$ cat config.mk
export PLATFORM = sky130hd
export DESIGN_NAME = ideal_pulse_gen_flat
export DESIGN_NICKNAME = d
export VERILOG_FILES = /design/src/rtl/ideal_pulse_gen_if.sv /design/src/rtl/ideal_pulse_gen.sv /design/src/flat_wrapper.sv
export SDC_FILE = /design/constraint.sdc
export NUM_CORES = 1
export LEC_CHECK = 0
export ABC_AREA = 0
export CAP_MARGIN = 20
export CORE_ASPECT_RATIO = 0.5
export CORE_MARGIN = 3
export CORE_UTILIZATION = 50
export DETAILED_ROUTE_END_ITERATION = 16
export PLACE_DENSITY = 0.73
export REMOVE_ABC_BUFFERS = 1
export SETUP_SLACK_MARGIN = 0.02
export SLEW_MARGIN = 20
export SYNTH_ARGS = -nofsm -noshare
export SYNTH_HDL_FRONTEND = slang
export SYNTH_SLANG_ARGS = --single-unit
export TNS_END_PERCENT = 100
$ cat constraint.sdc
create_clock -name clk_ref_i -period 4.5 [get_ports clk_ref_i]
set_clock_uncertainty 0.15 [all_clocks]
set_input_delay 0.45 -clock clk_ref_i [delete_from_list [all_inputs] [get_ports clk_ref_i]]
set_output_delay 0.45 -clock clk_ref_i [all_outputs]
set_load 0.01 [all_outputs]
$ cat src/rtl/ideal_pulse_gen_if.sv
// ---------------------------------------------------------------------------
// ideal_pulse_gen_if
// Request channel into the pulse generator. Each request carries a target
// time {utc, coarse} on the shared timebase, a fine-delay setting that is
// passed through to the delay line, and a pulse width in reference cycles.
//   valid  : request present (master -> slave)
//   ready  : request queue can accept (slave -> master)
//   utc    : target seconds
//   coarse : target coarse cycle within the second
//   frac   : fine-delay setting, passed through untouched
//   width  : pulse length in reference cycles (0 behaves as 1)
// ---------------------------------------------------------------------------
interface ideal_pulse_gen_if;
    logic        valid;
    logic        ready;
    logic [31:0] utc;
    logic [27:0] coarse;
    logic [22:0] frac;
    logic [27:0] width;

    modport master (output valid, utc, coarse, frac, width, input ready);
    modport slave  (input valid, utc, coarse, frac, width, output ready);
endinterface

$ cat src/rtl/ideal_pulse_gen.sv
// ---------------------------------------------------------------------------
// ideal_pulse_gen
// Timestamp-driven pulse generator. Requests are queued in a small FIFO,
// popped one at a time, compared against the shared {utc, coarse} timebase
// and, on an exact match, turned into a pulse of the requested length. The
// fine-delay part of the popped request is presented to the delay line.
//
// Ports:
//   clk_ref_i     : reference clock
//   rst_i         : asynchronous, active-high reset
//   enable_i      : channel enable; low flushes the queue and idles the FSM
//   cntr_utc_i    : timebase seconds
//   cntr_coarse_i : timebase coarse count, 0..g_coarse_range-1
//   req           : request channel (slave side)
//   pulse_o       : output pulse, one cycle after the timebase match
//   delay_frac_o  : fine setting of the current/armed event
//   done_p1_o     : strobe in the last pulse cycle
//   missed_p1_o   : strobe when an armed request is late or invalid
//   count_o       : FIFO occupancy
// ---------------------------------------------------------------------------
module ideal_pulse_gen #(
    parameter int unsigned g_queue_depth  = 4,
    parameter int unsigned g_coarse_range = 125000000
) (
    input  logic                             clk_ref_i,
    input  logic                             rst_i,
    input  logic                             enable_i,
    input  logic [31:0]                      cntr_utc_i,
    input  logic [27:0]                      cntr_coarse_i,
    ideal_pulse_gen_if.slave                 req,
    output logic                             pulse_o,
    output logic [22:0]                      delay_frac_o,
    output logic                             done_p1_o,
    output logic                             missed_p1_o,
    output logic [$clog2(g_queue_depth):0]   count_o
);

    localparam int unsigned       PTR_W        = $clog2(g_queue_depth);
    localparam int unsigned       CNT_W        = PTR_W + 1;
    localparam logic [CNT_W-1:0]  DEPTH        = CNT_W'(g_queue_depth);
    localparam logic [27:0]       COARSE_RANGE = 28'(g_coarse_range);

    localparam logic [1:0] S_IDLE  = 2'd0;
    localparam logic [1:0] S_ARMED = 2'd1;
    localparam logic [1:0] S_PULSE = 2'd2;

    typedef struct packed {
        logic [31:0] utc;
        logic [27:0] coarse;
        logic [22:0] frac;
        logic [27:0] width;
    } req_t;

    // Request FIFO
    req_t             fifo_mem [g_queue_depth];
    logic [PTR_W-1:0] wr_ptr_q, wr_ptr_d;
    logic [PTR_W-1:0] rd_ptr_q, rd_ptr_d;
    logic [CNT_W-1:0] count_q, count_d;
    logic             push;
    logic             pop;
    req_t             head;

    // Event FSM
    logic [1:0]  state_q, state_d;
    logic [31:0] tgt_utc_q, tgt_utc_d;
    logic [27:0] tgt_coarse_q, tgt_coarse_d;
    logic [27:0] width_q, width_d;
    logic [27:0] cnt_q, cnt_d;
    logic [22:0] frac_q, frac_d;
    logic        pulse_q, pulse_d;
    logic        done_q, done_d;
    logic        missed;
    logic [59:0] target;
    logic [59:0] now;

    // Ready is withheld on the full cycle, so a pop on a full FIFO can never
    // coincide with a push; the slot it frees is offered on the next cycle.
    assign req.ready = enable_i && !rst_i && (count_q < DEPTH);
    assign push      = req.valid && req.ready;
    assign pop       = enable_i && (state_q == S_IDLE) && (count_q != '0);
    assign head      = fifo_mem[rd_ptr_q];

    // {utc, coarse} compares correctly as one unsigned number because coarse
    // wraps to 0 exactly when utc increments.
    assign target = {tgt_utc_q, tgt_coarse_q};
    assign now    = {cntr_utc_i, cntr_coarse_i};

    always_comb begin
        // NOTE: every signal assigned here gets a default first, so no path
        // leaves a value unassigned and no latch is inferred.
        wr_ptr_d = wr_ptr_q;
        rd_ptr_d = rd_ptr_q;
        count_d  = count_q;
        if (!enable_i) begin
            wr_ptr_d = '0;
            rd_ptr_d = '0;
            count_d  = '0;
        end else begin
            if (push) wr_ptr_d = wr_ptr_q + PTR_W'(1);
            if (pop)  rd_ptr_d = rd_ptr_q + PTR_W'(1);
            case ({push, pop})
                2'b10:   count_d = count_q + CNT_W'(1);
                2'b01:   count_d = count_q - CNT_W'(1);
                default: count_d = count_q;
            endcase
        end
    end

    always_comb begin
        state_d      = state_q;
        tgt_utc_d    = tgt_utc_q;
        tgt_coarse_d = tgt_coarse_q;
        width_d      = width_q;
        cnt_d        = cnt_q;
        frac_d       = frac_q;
        missed       = 1'b0;
        if (!enable_i) begin
            // Aborted events leave silently: no done/missed strobe.
            state_d = S_IDLE;
        end else begin
            case (state_q)
                S_IDLE: begin
                    if (pop) begin
                        tgt_utc_d    = head.utc;
                        tgt_coarse_d = head.coarse;
                        width_d      = head.width;
                        frac_d       = head.frac;
                        state_d      = S_ARMED;
                    end
                end
                S_ARMED: begin
                    if (tgt_coarse_q >= COARSE_RANGE || target < now) begin
                        missed  = 1'b1;
                        state_d = S_IDLE;
                    end else if (target == now) begin
                        cnt_d   = (width_q == '0) ? '0 : width_q - 28'd1;
                        state_d = S_PULSE;
                    end
                end
                S_PULSE: begin
                    if (cnt_q == '0) begin
                        state_d = S_IDLE;
                    end else begin
                        cnt_d = cnt_q - 28'd1;
                    end
                end
                default: state_d = S_IDLE;
            endcase
        end
        // Outputs are registered from the next state so the pulse and the
        // done strobe come straight off flops.
        pulse_d = (state_d == S_PULSE);
        done_d  = (state_d == S_PULSE) && (cnt_d == '0);
    end

    always_ff @(posedge clk_ref_i or posedge rst_i) begin
        // NOTE: state flops use non-blocking assignments so every flop samples
        // the pre-edge values regardless of statement order.
        if (rst_i) begin
            wr_ptr_q     <= '0;
            rd_ptr_q     <= '0;
            count_q      <= '0;
            state_q      <= S_IDLE;
            tgt_utc_q    <= '0;
            tgt_coarse_q <= '0;
            width_q      <= '0;
            cnt_q        <= '0;
            frac_q       <= '0;
            pulse_q      <= 1'b0;
            done_q       <= 1'b0;
        end else begin
            wr_ptr_q     <= wr_ptr_d;
            rd_ptr_q     <= rd_ptr_d;
            count_q      <= count_d;
            state_q      <= state_d;
            tgt_utc_q    <= tgt_utc_d;
            tgt_coarse_q <= tgt_coarse_d;
            width_q      <= width_d;
            cnt_q        <= cnt_d;
            frac_q       <= frac_d;
            pulse_q      <= pulse_d;
            done_q       <= done_d;
        end
    end

    // NOTE: the storage array is not reset; occupancy is tracked by the reset
    // pointers and count, so stale entries are never read.
    always_ff @(posedge clk_ref_i) begin
        if (push) begin
            fifo_mem[wr_ptr_q] <= '{utc: req.utc, coarse: req.coarse,
                                    frac: req.frac, width: req.width};
        end
    end

    assign pulse_o      = pulse_q;
    assign done_p1_o    = done_q;
    assign missed_p1_o  = missed;
    assign delay_frac_o = frac_q;
    assign count_o      = count_q;

endmodule

$ cat src/flat_wrapper.sv
// flat-port wrapper written by rule: the top's interface ports become plain ports
module ideal_pulse_gen_flat 
#(
    parameter int unsigned g_queue_depth  = 4,
    parameter int unsigned g_coarse_range = 125000000
)
  (clk_ref_i, rst_i, enable_i, cntr_utc_i, cntr_coarse_i, pulse_o, delay_frac_o, done_p1_o, missed_p1_o, count_o, req_valid, req_utc, req_coarse, req_frac, req_width, req_ready);
  ideal_pulse_gen_if req_i ();
  input  logic clk_ref_i;
  input  logic rst_i;
  input  logic enable_i;
  input  logic [31:0] cntr_utc_i;
  input  logic [27:0] cntr_coarse_i;
  output logic pulse_o;
  output logic [22:0] delay_frac_o;
  output logic done_p1_o;
  output logic missed_p1_o;
  output logic [$clog2(g_queue_depth):0] count_o;
  input wire logic [$bits(req_i.valid)-1:0] req_valid;
  input wire logic [$bits(req_i.utc)-1:0] req_utc;
  input wire logic [$bits(req_i.coarse)-1:0] req_coarse;
  input wire logic [$bits(req_i.frac)-1:0] req_frac;
  input wire logic [$bits(req_i.width)-1:0] req_width;
  output wire logic [$bits(req_i.ready)-1:0] req_ready;
  assign req_i.valid = req_valid;
  assign req_i.utc = req_utc;
  assign req_i.coarse = req_coarse;
  assign req_i.frac = req_frac;
  assign req_i.width = req_width;
  assign req_ready = req_i.ready;
  ideal_pulse_gen #(.g_queue_depth(g_queue_depth), .g_coarse_range(g_coarse_range)) u_core (.clk_ref_i(clk_ref_i), .rst_i(rst_i), .enable_i(enable_i), .cntr_utc_i(cntr_utc_i), .cntr_coarse_i(cntr_coarse_i), .req(req_i), .pulse_o(pulse_o), .delay_frac_o(delay_frac_o), .done_p1_o(done_p1_o), .missed_p1_o(missed_p1_o), .count_o(count_o));
endmodule
Word level (Yosys, flattened, before mapping)
Memories as Yosys holds them, arrays and structs flattened. A register that Yosys moved wholly into a read port is not among the register bits. Index checks and enable logic that the tools add are counted.

Add/subtract/negate cells: 6. Multipliers: 0. Divide/modulo/power cells: 0. $lt $le $gt $ge: 3. Equality and inequality tests: 9. Shift-type cells: 0. Muxes and demuxes: 23. Bitwise gates (word level): 0. Reduce and logical (&&, ||, !) cells: 14.

Operators with widths (number): $mux W28 (5); $logic_not A28 Y1 (3); $eq A60 B60 Y1 (1); $lt A60 B60 Y1 (1); $pmux W28 S2 (1); $sub A28 B1 Y28 const B (2); $ge A28 B27 Y1 const B (1); $mux W2 (9); $eq A2 B2 Y1 const B (3); $logic_and A1 B1 Y1 (6); $pmux W2 S3 (1); $pmux W3 S2 (1); $mux W1 (5); $add A2 B1 Y2 const B (2); $eq A2 B1 Y1 const B (2); $ne A2 B1 Y1 const B (2); $add A3 B1 Y3 const B (1); $lt A3 B3 Y1 const B (1); $mux W3 (1); $ne A3 B1 Y1 const B (1); $reduce_and A3 Y1 (1); $reduce_bool A3 Y1 (1); $sub A3 B1 Y3 const B (1); $logic_not A2 Y1 (1); other kinds (2) (2).

Flip-flop bits (word level): 39. Latch bits: 0. Bits in writable memories: 444. ROM bits: 0. Word-level logic and storage cells: 63. Memories: 1.

Memories: u_core.fifo_mem (depth 4, bits a word 111, read ports 1, clocked after memory_dff 1, write ports 1, RTL line ideal_pulse_gen.sv:55) `req_t fifo_mem [g_queue_depth];`.

Longest topological paths before layout
Depth in word-level cells: 8. Depth in mapped cells: 15.

Worst setup path after synthesis
Ideal clock, no wire load.

Path type: in2reg. Start point: input enable_i. End point: memory u_core.fifo_mem[0][0] (netlist bit), enable pin. Library setup time: 483 ps. Data arrival time: 3926 ps. Data required time: 3867 ps. Slack: -59 ps. Stages on the path: 3. Buffers on the path: 1. Cell sequence: clkbuf_1 -> nor3b_1 -> and3_1.

Word-level cells in the longest chain between the ends: 5.

RTL lines: from (decl) (RTL line flat_wrapper.sv:11) `input logic enable_i;`; $logic_and A1 B1 Y1 (2 in a row) (RTL line ideal_pulse_gen.sv:78) `assign req.ready = enable_i && !rst_i && (count_q < DEPTH);`; net req_ready (RTL line flat_wrapper.sv:24) `output wire logic [$bits(req_i.ready)-1:0] req_ready;`; $logic_and A1 B1 Y1 (RTL line ideal_pulse_gen.sv:79) `assign push = req.valid && req.ready;`; $mux W1 (RTL line ideal_pulse_gen.sv:189) `if (push) begin`; $mux W1 (not written as such) (RTL line ideal_pulse_gen.sv:190) `fifo_mem[wr_ptr_q] <= '{utc: req.utc, coarse: req.coarse,`; to (decl) (RTL line ideal_pulse_gen.sv:55).

The timed path passes the listed nets, and every way through them passes these cells.

Worst setup path in the final report
Start point: register u_core.tgt_coarse_q[27]. End point: register u_core.done_q (netlist: u_core.done_p1_o).

Word-level cells in the longest chain between the ends: 7.

RTL lines: from (decl) (RTL line ideal_pulse_gen.sv:66) `logic [27:0] tgt_coarse_q, tgt_coarse_d;`; from (signal assigned) (RTL line ideal_pulse_gen.sv:177) `tgt_coarse_q <= tgt_coarse_d;`; $lt A60 B60 Y1 (tied with other cells) (RTL line ideal_pulse_gen.sv:132) `if (tgt_coarse_q >= COARSE_RANGE || target < now) begin`; $logic_or A1 B1 Y1 / $mux W28 (equally long branches) (RTL line ideal_pulse_gen.sv:132, ideal_pulse_gen.sv:135); $mux W28 * (RTL line ideal_pulse_gen.sv:132); $pmux W28 S2 * (RTL line ideal_pulse_gen.sv:121) `case (state_q)`; $mux W28 * (RTL line ideal_pulse_gen.sv:117) `if (!enable_i) begin`; net u_core.cnt_d[20] (RTL line ideal_pulse_gen.sv:68) `logic [27:0] cnt_q, cnt_d;`; $logic_not A28 Y1 * (RTL line ideal_pulse_gen.sv:153) `done_d = (state_d == S_PULSE) && (cnt_d == '0);`; $logic_and A1 B1 Y1 * (RTL line ideal_pulse_gen.sv:153); net u_core.done_d (RTL line ideal_pulse_gen.sv:71) `logic done_q, done_d;`; to (signal assigned) (RTL line ideal_pulse_gen.sv:182) `done_q <= done_d;`; to (decl) (RTL line ideal_pulse_gen.sv:71).

Mark *: on every way through the listed nets, which the timed path passes. The rest lies on a longest branch. A chain may end at the register's enable or synchronous reset.

==> run metrics <==
CTS tree built; row cnt 57; CP Max Fanout 7; first-pass GRT wire length 88.0 mm; Int Power 11.1 mW; Yosys warning total 0; dpl hpwl 37.5 mm; Die Span X 322 um; Final WS setup 0.0761 ns; total power draw 15.9 mW; Power Density 522 nW/um^2; syn_area_per_cell 14.8 sq um; Primary FF master, synth edfxtp_1; sw frac 30.1%; CP Class reg2reg; clock power share 28.8%; clk root buf clkbuf_16; initial cell density of the core 51.1%; final number of hold-violating endpoints 0; metal3 WL 2.88 mm; Slew @ Worst Pin 1.02 ns; Max Root-Sink Buffers 3; Syn Inst Count 1686; Slew headroom 32.1%; 1st-iter DRT viols 1131; Clk Latency, worst-skew pair 0.58 ns; overall routing resource usage 21.8%; CP endpoint kind flip-flop; Final nets 2222; final period utilization 98.3%; Final Wtd Congestion 0.924; Worst Path Required 4.83 ns; final setup vio count 0; status complete, no violations; Layout area overhead 21.8%; number of port buffers 204; Reg power frac 44.6%; DR vias 14911; Finished Core Util 62.2%; Num CTS Buffers 51; Max Slew Vio Count 0; Layout fillers 3548; metal2 WL 29.8 mm; critical path arrival 4.76 ns; initial antenna violation count 9; CTS clk-pin slew, worst paths 0.07 ns; final instance area 30400 sq um; placed inst area 28500 sq um; RSZ-0062 raised after global routing yes; routed length per instance 21.3 um; CP cell instances ha_1 -> nand4_1 -> nor4_2 -> buf_4 -> nand4_1 -> a31oi_2 -> nor4_4 -> buf_4 -> a211oi_2 -> buf_4 -> buf_4 -> o21ai_0 -> a21bo_2 -> or3b_2 -> or4_4 -> nor4_2; most common cell after layout, fill and taps aside edfxtp_1; Fmax 226 MHz; Logic pwr share 26.6%; largest area contributor in the netlist edfxtp_1; Max Cap Viol 0; vias in the first global route 15343; Synth Cell Area 25000 sq um; P_leak 11.6 nW; TritonRoute pass-1 iters 5; critical path buffer and inverter count 4; EDFF count, synth 444; core area 48900 sq um; DP Worst Slack -0.734 ns; drt drc 0; post-synth top area share 53.4%; Hold Buf Count CTS 0; ANT nets after route 0; # H-tree levels 2; die area 52800 sq um; FFs w/ async S/R, synth 25.3%; met1 WL 23.1 mm; ratio of cells with drive above 1 in the final layout 16.8%; total grt overflow 0; Worst Hold Class in2async; Yosys cell types 74; Crit path top cell by count buf_4; pin count of the biggest net entering global routing 76; io pins 205; hold slack final 0.258 ns; via/cell ratio 5.57; Critical Path Start Type flip-flop; post-synthesis sequential area ratio 68.4%; Psw 4.78 mW; maximum VDD drop 288 uV; Period minus WS final 4.42 ns; total wire length 56.9 mm; #FFs+latches synth 594; synth top area cells edfxtp_1 (53%), dfrtp_1 (15%), mux4_2 (10%); commonest cells after routing, fill and taps aside edfxtp_1 (444), nand2_1 (385), clkdlybuf4s50_1 (203); CP delay by family, top simple AND/OR/NAND/NOR gates; CTS sink cnt 594; height of the die 164 um; CP max-delay cell or4_4; max incr delay on CP 0.55 ns; Max Used Layer met4
-- through the flow --
step,setup TNS (ns),std cells
final,0,2675
after global routing,-0.0895,2675
after CTS,0,2660
after detailed placement,-0.971,2564
after global placement,-0.859,2564
after floorplan,-361.46,1619
-- area by class of cell --
| cell class | instances | area, sq um | share of cell area [%] |
|---|---|---|---|
| antenna | 10 | 25.0 | 0.0822 |
| clock buffer | 66 | 1440 | 4.74 |
| clock inverter | 29 | 325 | 1.07 |
| inverter | 76 | 290 | 0.954 |
| multi-input combinational | 949 | 7490 | 24.6 |
| sequential | 594 | 17100 | 56.2 |
| tap | 649 | 812 | 2.67 |
| timing repair buffer | 302 | 2960 | 9.71 |
-- power groups by stage --
| stage | logic, mW | registers (mW) | clock network (mW) |
|---|---|---|---|
| after global routing | 4.67 | 7.17 | 4.91 |
| final | 4.22 | 7.09 | 4.59 |
| after CTS | 4.21 | 7.08 | 4.67 |
| after floorplan | 2.66 | 7.20 | 0 |
| after global placement | 4.07 | 7.18 | 0 |
| after detailed placement | 4.16 | 7.19 | 0 |
-- worst reg2reg max path: cells and delay by family, from the launching register on --
family,cells,cell delay [ns]
buf+inv,4,0.64
compound gates,4,0.72
flops,1,0.42
fa+ha+maj,1,0.35
simple gates,7,2.05
-- cells by family after synthesis --
group / after synthesis / share of synthesized area (%)
simple gates: 583 / 10.5
compound gates: 148 / 3.91
buf+inv: 143 / 2.23
flops: 594 / 68.4
fa+ha+maj: 73 / 3.69
mux: 117 / 10.3
xor+xnor: 28 / 0.982
-- metal layers --
| layer | vias to the layer above | GRT usage, % |
|---|---|---|
| met5 | - | 0 |
| met4 | 0 | 6.44 |
| li1 | 6876 | - |
| met2 | 381 | 38.2 |
| met1 | 7573 | 28.3 |
| met3 | 81 | 3.71 |
-- final timing paths --
kind	startpoint	end	slack (ns)	cells after the start
min in group clk_ref_i	u_core.delay_frac_o[1]	u_core.delay_frac_o[1]	0.33	2
max	u_core.tgt_coarse_q[27]	u_core.done_p1_o	0.08	16
max in group asynchronous	rst_i	u_core.cnt_q[24]	3.10	3
min reg2reg	u_core.delay_frac_o[1]	u_core.delay_frac_o[1]	0.33	2
min	rst_i	u_core.count_o[2]	0.26	2
max reg2reg	u_core.tgt_coarse_q[27]	u_core.done_p1_o	0.08	16
-- cell usage after synthesis, types with 4 or more instances --
library cell  number
nand2_1          385
nor3b_1            4
nand3b_1           4
a21o_1            10
mux4_2           111
edfxtp_1         444
and2_1             8
a21oi_1           39
o211ai_1           9
clkbuf_1          34
nor2b_1            5
xor2_1            12
nor2_1            45
nor4_1            17
or3_1              8
xnor2_1           16
a221oi_1           5
nand2b_1           7
a221o_1            8
dfrtp_1          150
and3_1             6
o21ai_0           36
buf_1             29
nand3_1           18
nor3_1            25
o31ai_1            4
o22ai_1            5
nand4_1           16
ha_1              72
or4_1             11
inv_1             76
-- registers in the layout (all words and copies together), names as in the netlist --
register,cells
u_core.done_p1_o,1
u_core.rd_ptr_q,2
u_core.width_q,28
u_core.delay_frac_o,23
u_core.tgt_coarse_q,28
u_core.state_q,2
u_core.count_o,3
u_core.fifo_mem,444
u_core.pulse_o,1
u_core.tgt_utc_q,32
u_core.wr_ptr_q,2
u_core.cnt_q,28
-- what timing repair did --
item	4_1_cts	5_1_grt
endpoints found under the hold margin	0	0
setup endpoints to repair	2	2
gates resized for setup	1	16
setup buffers	1	5
cloned	0	0
pin swaps	2	16
Note: power is estimated with default switching activity, not from simulation.
